File: src/rtl/stopwatch_ctrl.sv
// Stopwatch control: button synchronisers with press detection, IDLE/RUN/LAP/STOP FSM, prescaled tick counter.
// Build with STOPWATCH_LAP_EN defined to include the LAP state and lap-freeze output; otherwise pause is tied low.
module stopwatch_ctrl #(
  parameter int DIV       = 50000,
  parameter int MAX_COUNT = 1999
) (
  input  logic        clk,
  input  logic        rst,
  input  logic        start_btn,
  input  logic        lap_btn,
  output logic [10:0] count,
  output logic        pause,
  output logic        running,
  output logic        wrap
);

`ifdef STOPWATCH_LAP_EN
  typedef enum logic [1:0] {IDLE, RUN, LAP, STOP} state_t;
`else
  typedef enum logic [1:0] {IDLE, RUN, STOP} state_t;
`endif

  localparam logic [15:0] PRESC_LAST = 16'(DIV - 1);
  localparam logic [10:0] COUNT_LAST = 11'(MAX_COUNT);

  state_t      state, state_nxt;
  logic        start_p0, start_p1, start_p2;
  logic        lap_p0, lap_p1, lap_p2;
  logic [1:0]  arm_cnt;
  logic        armed;
  logic        start_pls, lap_pls;
  logic        clear;
  logic        running_nxt;
  logic        in_run;
  logic        tick;
  logic [15:0] presc;
`ifdef STOPWATCH_LAP_EN
  logic        pause_nxt;
`endif

  function automatic logic [10:0] count_inc(input logic [10:0] c);
    return (c == COUNT_LAST) ? 11'd0 : c + 11'd1;
  endfunction

  // p0/p1 synchronise, p2 is the delayed copy for rising-edge detection
  always_ff @(posedge clk or negedge rst) begin
    if (!rst) begin
      start_p0 <= 1'b0;
      start_p1 <= 1'b0;
      start_p2 <= 1'b0;
      lap_p0   <= 1'b0;
      lap_p1   <= 1'b0;
      lap_p2   <= 1'b0;
      arm_cnt  <= 2'd0;
    end else begin
      start_p0 <= start_btn;
      start_p1 <= start_p0;
      start_p2 <= start_p1;
      lap_p0   <= lap_btn;
      lap_p1   <= lap_p0;
      lap_p2   <= lap_p1;
      if (arm_cnt != 2'd3) arm_cnt <= arm_cnt + 2'd1;
    end
  end

  // A button already high at reset release fills the chain before arming, so it never pulses.
  assign armed     = (arm_cnt == 2'd3);
  assign start_pls = armed & start_p1 & ~start_p2;
  assign lap_pls   = armed & lap_p1 & ~lap_p2;

  // FSM stage: state register with registered outputs
  always_ff @(posedge clk or negedge rst) begin
    if (!rst) begin
      state   <= IDLE;
      running <= 1'b0;
    end else begin
      state   <= state_nxt;
      running <= running_nxt;
    end
  end

  always_comb begin
    state_nxt = state;
    clear     = 1'b0;
    case (state)
      IDLE: if (start_pls) state_nxt = RUN;
`ifdef STOPWATCH_LAP_EN
      RUN: begin
        if (start_pls)    state_nxt = STOP;
        else if (lap_pls) state_nxt = LAP;
      end
      LAP: begin
        if (start_pls)    state_nxt = STOP;
        else if (lap_pls) state_nxt = RUN;
      end
`else
      RUN: if (start_pls) state_nxt = STOP;
`endif
      STOP: begin
        if (start_pls) begin
          state_nxt = RUN;
        end else if (lap_pls) begin
          state_nxt = IDLE;
          clear     = 1'b1;
        end
      end
      default: state_nxt = IDLE;
    endcase
  end

  always_comb begin
    running_nxt = 1'b0;
`ifdef STOPWATCH_LAP_EN
    pause_nxt   = 1'b0;
`endif
    case (state_nxt)
      RUN: running_nxt = 1'b1;
`ifdef STOPWATCH_LAP_EN
      LAP: begin
        running_nxt = 1'b1;
        pause_nxt   = 1'b1;
      end
`endif
      default: running_nxt = 1'b0;
    endcase
  end

`ifdef STOPWATCH_LAP_EN
  always_ff @(posedge clk or negedge rst) begin
    if (!rst) pause <= 1'b0;
    else      pause <= pause_nxt;
  end

  assign in_run = (state == RUN) || (state == LAP);
`else
  assign pause  = 1'b0;
  assign in_run = (state == RUN);
`endif

  // Tick/count stage: tick follows the current state, so a tick on a stop edge still lands
  assign tick = in_run && (presc == PRESC_LAST);

  always_ff @(posedge clk or negedge rst) begin
    if (!rst) begin
      presc <= 16'd0;
      count <= 11'd0;
      wrap  <= 1'b0;
    end else begin
      wrap <= tick && (count == COUNT_LAST);
      if (clear) begin
        presc <= 16'd0;
        count <= 11'd0;
      end else if (in_run) begin
        presc <= tick ? 16'd0 : presc + 16'd1;
        if (tick) count <= count_inc(count);
      end
    end
  end

endmodule

File: config.mk
export PLATFORM = sky130hd
export DESIGN_NAME = stopwatch_ctrl
export DESIGN_NICKNAME = d
export VERILOG_FILES = /design/src/rtl/stopwatch_ctrl.sv
export SDC_FILE = /design/constraint.sdc
export NUM_CORES = 1
export LEC_CHECK = 0
export ABC_AREA = 1
export ABC_CLOCK_PERIOD_IN_PS = 4100
export CORE_AREA = 2 2 56 71
export DETAILED_ROUTE_END_ITERATION = 10
export DIE_AREA = 0 0 58 73
export PLACE_DENSITY = 0.83
export SYNTH_ARGS = -nofsm -noshare
export SYNTH_HDL_FRONTEND = slang
export SYNTH_SLANG_ARGS = --single-unit
export TNS_END_PERCENT = 5
File: constraint.sdc
create_clock -name clk -period 4.1 [get_ports clk]
set_input_delay 0.41 -clock clk [delete_from_list [all_inputs] [get_ports clk]]
set_output_delay 0.41 -clock clk [all_outputs]
set_load 0.005 [all_outputs]
### Word level (Yosys, flattened, before mapping)

Index checks and enable logic that the tools add are counted.

* register bits after elaboration: 39
* input port bits: 4
* output and inout port bits: 14
* logic and storage cells: 50

* add/subtract/negate cells: 3
* equal/unequal tests: 7
* multiplexer cells: 16
* bitwise gates (word level): 6
* reductions and logical operators: 6

Operators with widths (count)
* $mux 16: 3
* $mux 11: 4
* $add 16x1->16 const B: 1
* $eq 16x16->1 const B: 1
* $add 11x1->11 const B: 1
* $eq 11x11->1 const B: 1
* $mux 2: 4
* $pmux 2 s3: 1
* $and 1x1->1: 4
* $eq 2x1->1 const B: 2
* $eq 2x2->1 const B: 2
* $mux 1: 4
* $reduce_bool 2->1: 2
* $add 2x1->2 const B: 1
* $logic_and 1x1->1: 2
* $logic_not 2->1: 1
* $ne 2x2->1 const B: 1
* $not 1->1: 2
* $reduce_and 2->1: 1

### Logic depth before layout (Yosys ltp)

* depth after elaboration: 8
* gate-level depth with buffers: 10
* depth with buffers taken out: 10

### Worst setup path after synthesis

OpenSTA, ideal clock, no wires.

* kind: register to register
* start: register count[0]
* end: register count[3]
* library setup time: 0.126 ns
* arrival: 1.413 ns
* required time: 3.974 ns
* slack: 2.561 ns
* cell stages (with the launch flop): 7
* buffers on the path: 0
* period minus slack after synthesis: 1.539 ns
* cell sequence: dfrtp_1 ha_1 nand3_1 nor3_1 inv_1 nand3_1 o21ai_0

* cells in the longest elaborated chain, start to end: 5
* elaborated cells on any way between the ends: 6
* classes of those cells: add/sub (1); eq/ne (1); mux (4)

RTL lines
* start: declaration: RTL line 11 `output logic [10:0] count,`
* start signal: assignment: RTL line 155 `if (tick) count <= count_inc(count);`
* $add 11x1->11 / $eq 11x11->1 (equally long branches): RTL line 42 `return (c == COUNT_LAST) ? 11'd0 : c + 11'd1;`
* $mux 11 (*): RTL line 42
* $mux 11 (*): RTL line 155
* $mux 11 (*): RTL line 153 `end else if (in_run) begin`
* $mux 11 (*): RTL line 150 `if (clear) begin`

Mark *: on every way between the ends. The rest lies on a longest branch, timed or not. The select of a mux whose other input is x is not followed.
A chain may end at the register's enable or synchronous reset.

### Final worst setup path

* start: register arm_cnt[0]
* end: register presc[5]

* cells in the longest elaborated chain, start to end: 7
* elaborated cells on any way between the ends: 10
* classes of those cells: eq/ne (1); mux (4); bitwise (4); reduce/logical (1)

RTL lines
* start: declaration: RTL line 29 `logic [1:0] arm_cnt;`
* start signal: assignment: RTL line 62 `if (arm_cnt != 2'd3) arm_cnt <= arm_cnt + 2'd1;`
* $eq 2x2->1 (*): RTL line 67 `assign armed = (arm_cnt == 2'd3);`
* $and 1x1->1 (2 in a row): RTL line 69 `assign lap_pls = armed & lap_p1 & ~lap_p2;`
* $mux 1: RTL line 102 `end else if (lap_pls) begin`
* $mux 1 (*): RTL line 100 `if (start_pls) begin`
* $mux 1 (*): RTL line 85 `case (state)`
* $mux 16 / $reduce_bool 2->1 (equally long branches)
* end signal: assignment: RTL line 154 `presc <= tick ? 16'd0 : presc + 16'd1;`
* end: declaration: RTL line 36 `logic [15:0] presc;`

Mark *: on every way between the ends. The rest lies on a longest branch, timed or not.

==> results.yml <==
status:
  outcome: "finished clean"
global_routing:
  grt-ovfl-total: 0
  grt_pass1_vias: 1763
  grt_max_degree: 40
  antenna_found_initial: 0
  grt_pass1_wl_um: 7600
  grt_usage_pct: 23.6
setup_path:
  required_ns: 4.32
  cp_cell_sequence: "ha_1, nand3_2, nand3_4, nand2_2, inv_2, o21ai_0, nor2_1"
  crit_slowest_cell: "dfrtp_1"
  startpoint: "arm_cnt[0]"
  r2r_start: "arm_cnt[0]"
  end_kind: "flip-flop"
  worst_setup_path_start_kind: "flip-flop"
  critical_path_arrival_ns: 2.14
  slowest_delay_ns: 0.37
  path_class: "flip-flop to flip-flop"
  crit_fanout: 23
place:
  dp_hpwl_um: 3200
  gp_congestion: 0.942
  io_buffers: 16
timing:
  worst_pin_slew_ns: 0.832
  worst_hold_slack_ns: 0.212
  min_period_over_period_pct: 46.7
  fmax_mhz: 522
  worst_clock_skew_ns: 0.00788
  rsz0062_at_grt: "no"
  hold_violations: 0
  min_period_ns: 1.91
  finalSetupViolations: 0
  fin_setup_tns_ns: 0
  slew_violations: 0
  max_slew_margin_pct: 44.5
yosys:
  synthCells: 284
  syn_area_sq_mm: 0.00215
  yosysTopAreaCell: "dfrtp_1"
  synth_seq_cells: 39
  yosys_warnings: 0
  synth_top_area_share_pct: 45.4
  synth_nets: 291
  syn_area_per_cell_sq_um: 7.57
  yosysSeqAreaShare_pct: 45.4
  synth.area.top_cells: "dfrtp_1 (45%), nand2_1 (14%), nor2_1 (7.5%)"
  ys_types: 28
final_layout:
  fill_cells: 322
  multiInputGateArea_sq_mm: 0.00101
  syn_to_final_growth_pct: 12.3
  drive_gt1_share_pct: 6.62
  nets: 308
  antenna_cells: 0
  seqCellArea_sq_um: 976
clocking:
  cts_resized: 0
  cts_made_buffers: 5
  post_cts_buffers: 0
  clkTransAtPathRegs_ns: 0.08
  cts_max_level: 2
  clockRootBuffer: "clkbuf_8"
  clock_path_buffers: 2
  insertion_delay_ns: 0.29
  clkSinkCount: 39
  cts_tree: "done"
  hold_buffers: 0
power_and_ir_drop:
  peakVddDrop_mv: 0.301
  total_power_mw: 0.901
  cellPowerDensity_mw_per_mm2: 373
  leakagePower_nw: 1.15
die:
  die-area_sq_mm: 0.00423
  num_io_pins: 18
  die_h_um: 73
  start_util_pct: 59.2
  die_w_um: 58
  rows: 25
  core_area_sq_mm: 0.00363
detailed_routing:
  num_vias: 1846
  dr.pass1.iters: 4
  route.detailed.wl_per_inst_um: 12.6
  wl_um: 4310
  avgViaCountPerCell: 5.40
  drtAntennaViolNets: 0
  post-route-drc-count: 0
  drt-initial-drc-count: 128
hold_path:
  holdCritPathClass: "input pin to asynchronous set/reset pin"
run:
  cap_violations: 0
worst max-delay path: cells and delay by family (launching register included):
family / cells / cell delay (ns)
AO/OA/AOI/OAI: 1 / 0.16
adder cells (fa/ha/maj): 1 / 0.27
buffers and inverters: 1 / 0.34
flip-flops: 1 / 0.37
AND/OR/NAND/NOR: 4 / 0.71
final cells by class:
cell class	count	area share (%)
repair buffers	16	6.42
well taps	40	2.07
multi-input cells	206	41.7
clock buffers	7	3.99
clock inverters	1	0.311
inverters	33	5.13
flip-flops and latches	39	40.4
per-stage QoR:
stage	std cells	utilization [%]	setup WS (ns)	instance area, sq um
after floorplan	284	-	2.56	2150
after detailed placement	334	63.7	2.19	2310
final	342	66.6	2.19	2410
after global routing	342	66.6	1.97	2410
after global placement	334	63.7	2.28	2310
after CTS	342	66.6	2.17	2410
cell usage in the layout (no fill, tap or decap), drive strengths merged:
cell type	n
clkdlybuf4s50	15
xor2	10
clkbuf	7
mux2	1
nor2	44
nor4	1
ha	3
nand3b	1
inv	33
nand3	31
buf	1
o22ai	1
clkinvlp	1
nand2	82
xnor2	1
conb	1
o21ai	12
a21oi	3
nor3	6
dfrtp	39
or2	1
nand4	8
synth_stat cells:
library cell and instances:
inv_1 32, nand3_1 27, mux2_2 1, buf_2 2, xnor2_1 1, nand3_4 1
or2_2 1, buf_6 1, nor2_4 1, dfrtp_1 39, xor2_1 10, ha_1 3
nand3_2 3, inv_2 1, nand2_4 1, o22ai_1 1, conb_1 1, o21ai_0 10
nor2_1 43, o21ai_1 2, buf_4 3, nor4_1 1, a21oi_1 3, nand2_2 2
nand3b_1 1, nand4_1 8, nand2_1 79, nor3_1 6
logic make-up (layout without fill, tap and decap cells):
family | count (synthesis) | count (layout) | share of synthesized area, %
fa+ha+maj | 3 | 3 | 1.75
mux | 1 | 1 | 0.524
xor+xnor | 11 | 11 | 4.48
other cells | 1 | 1 | 0.174
compound gates | 16 | 16 | 3.78
buf+inv | 39 | 57 | 7.80
simple gates | 174 | 174 | 36.1
flops | 39 | 39 | 45.4
metal layers:
layer,GRT usage [%],up-vias,part of all wire (%)
met2,41.3,50,51
met1,26.7,858,43
li1,-,930,-
met3,4.79,8,3.8
met5,0,-,0
met4,12.4,0,2.0
state kept, by name (all words and copies together) (netlist names):
register and cells:
lap_p2 1, presc 16, start_p0 1, arm_cnt 2
state 2, count 11, lap_p1 1, start_p2 1
running 1, wrap 1, lap_p0 1, start_p1 1
where the power goes:
part | total (mW) | switching (mW) | internal, mW
Sequential | 0.467 | 0.0459 | 0.421
Combinational | 0.149 | 0.0916 | 0.0569
Clock | 0.285 | 0.132 | 0.153
final timing paths:
| kind | endpoint | slack, ns | cells past startpoint |
|---|---|---|---|
| min reg2reg | start_p1 | 0.35 | 0 |
| min | count[4] | 0.21 | 1 |
| max reg2reg | presc[5] | 2.19 | 7 |
| min in group clk | start_p1 | 0.35 | 0 |
| max in group asynchronous | presc[4] | 3.36 | 1 |
| max | presc[5] | 2.19 | 7 |
(Power assumes the default switching activity.)
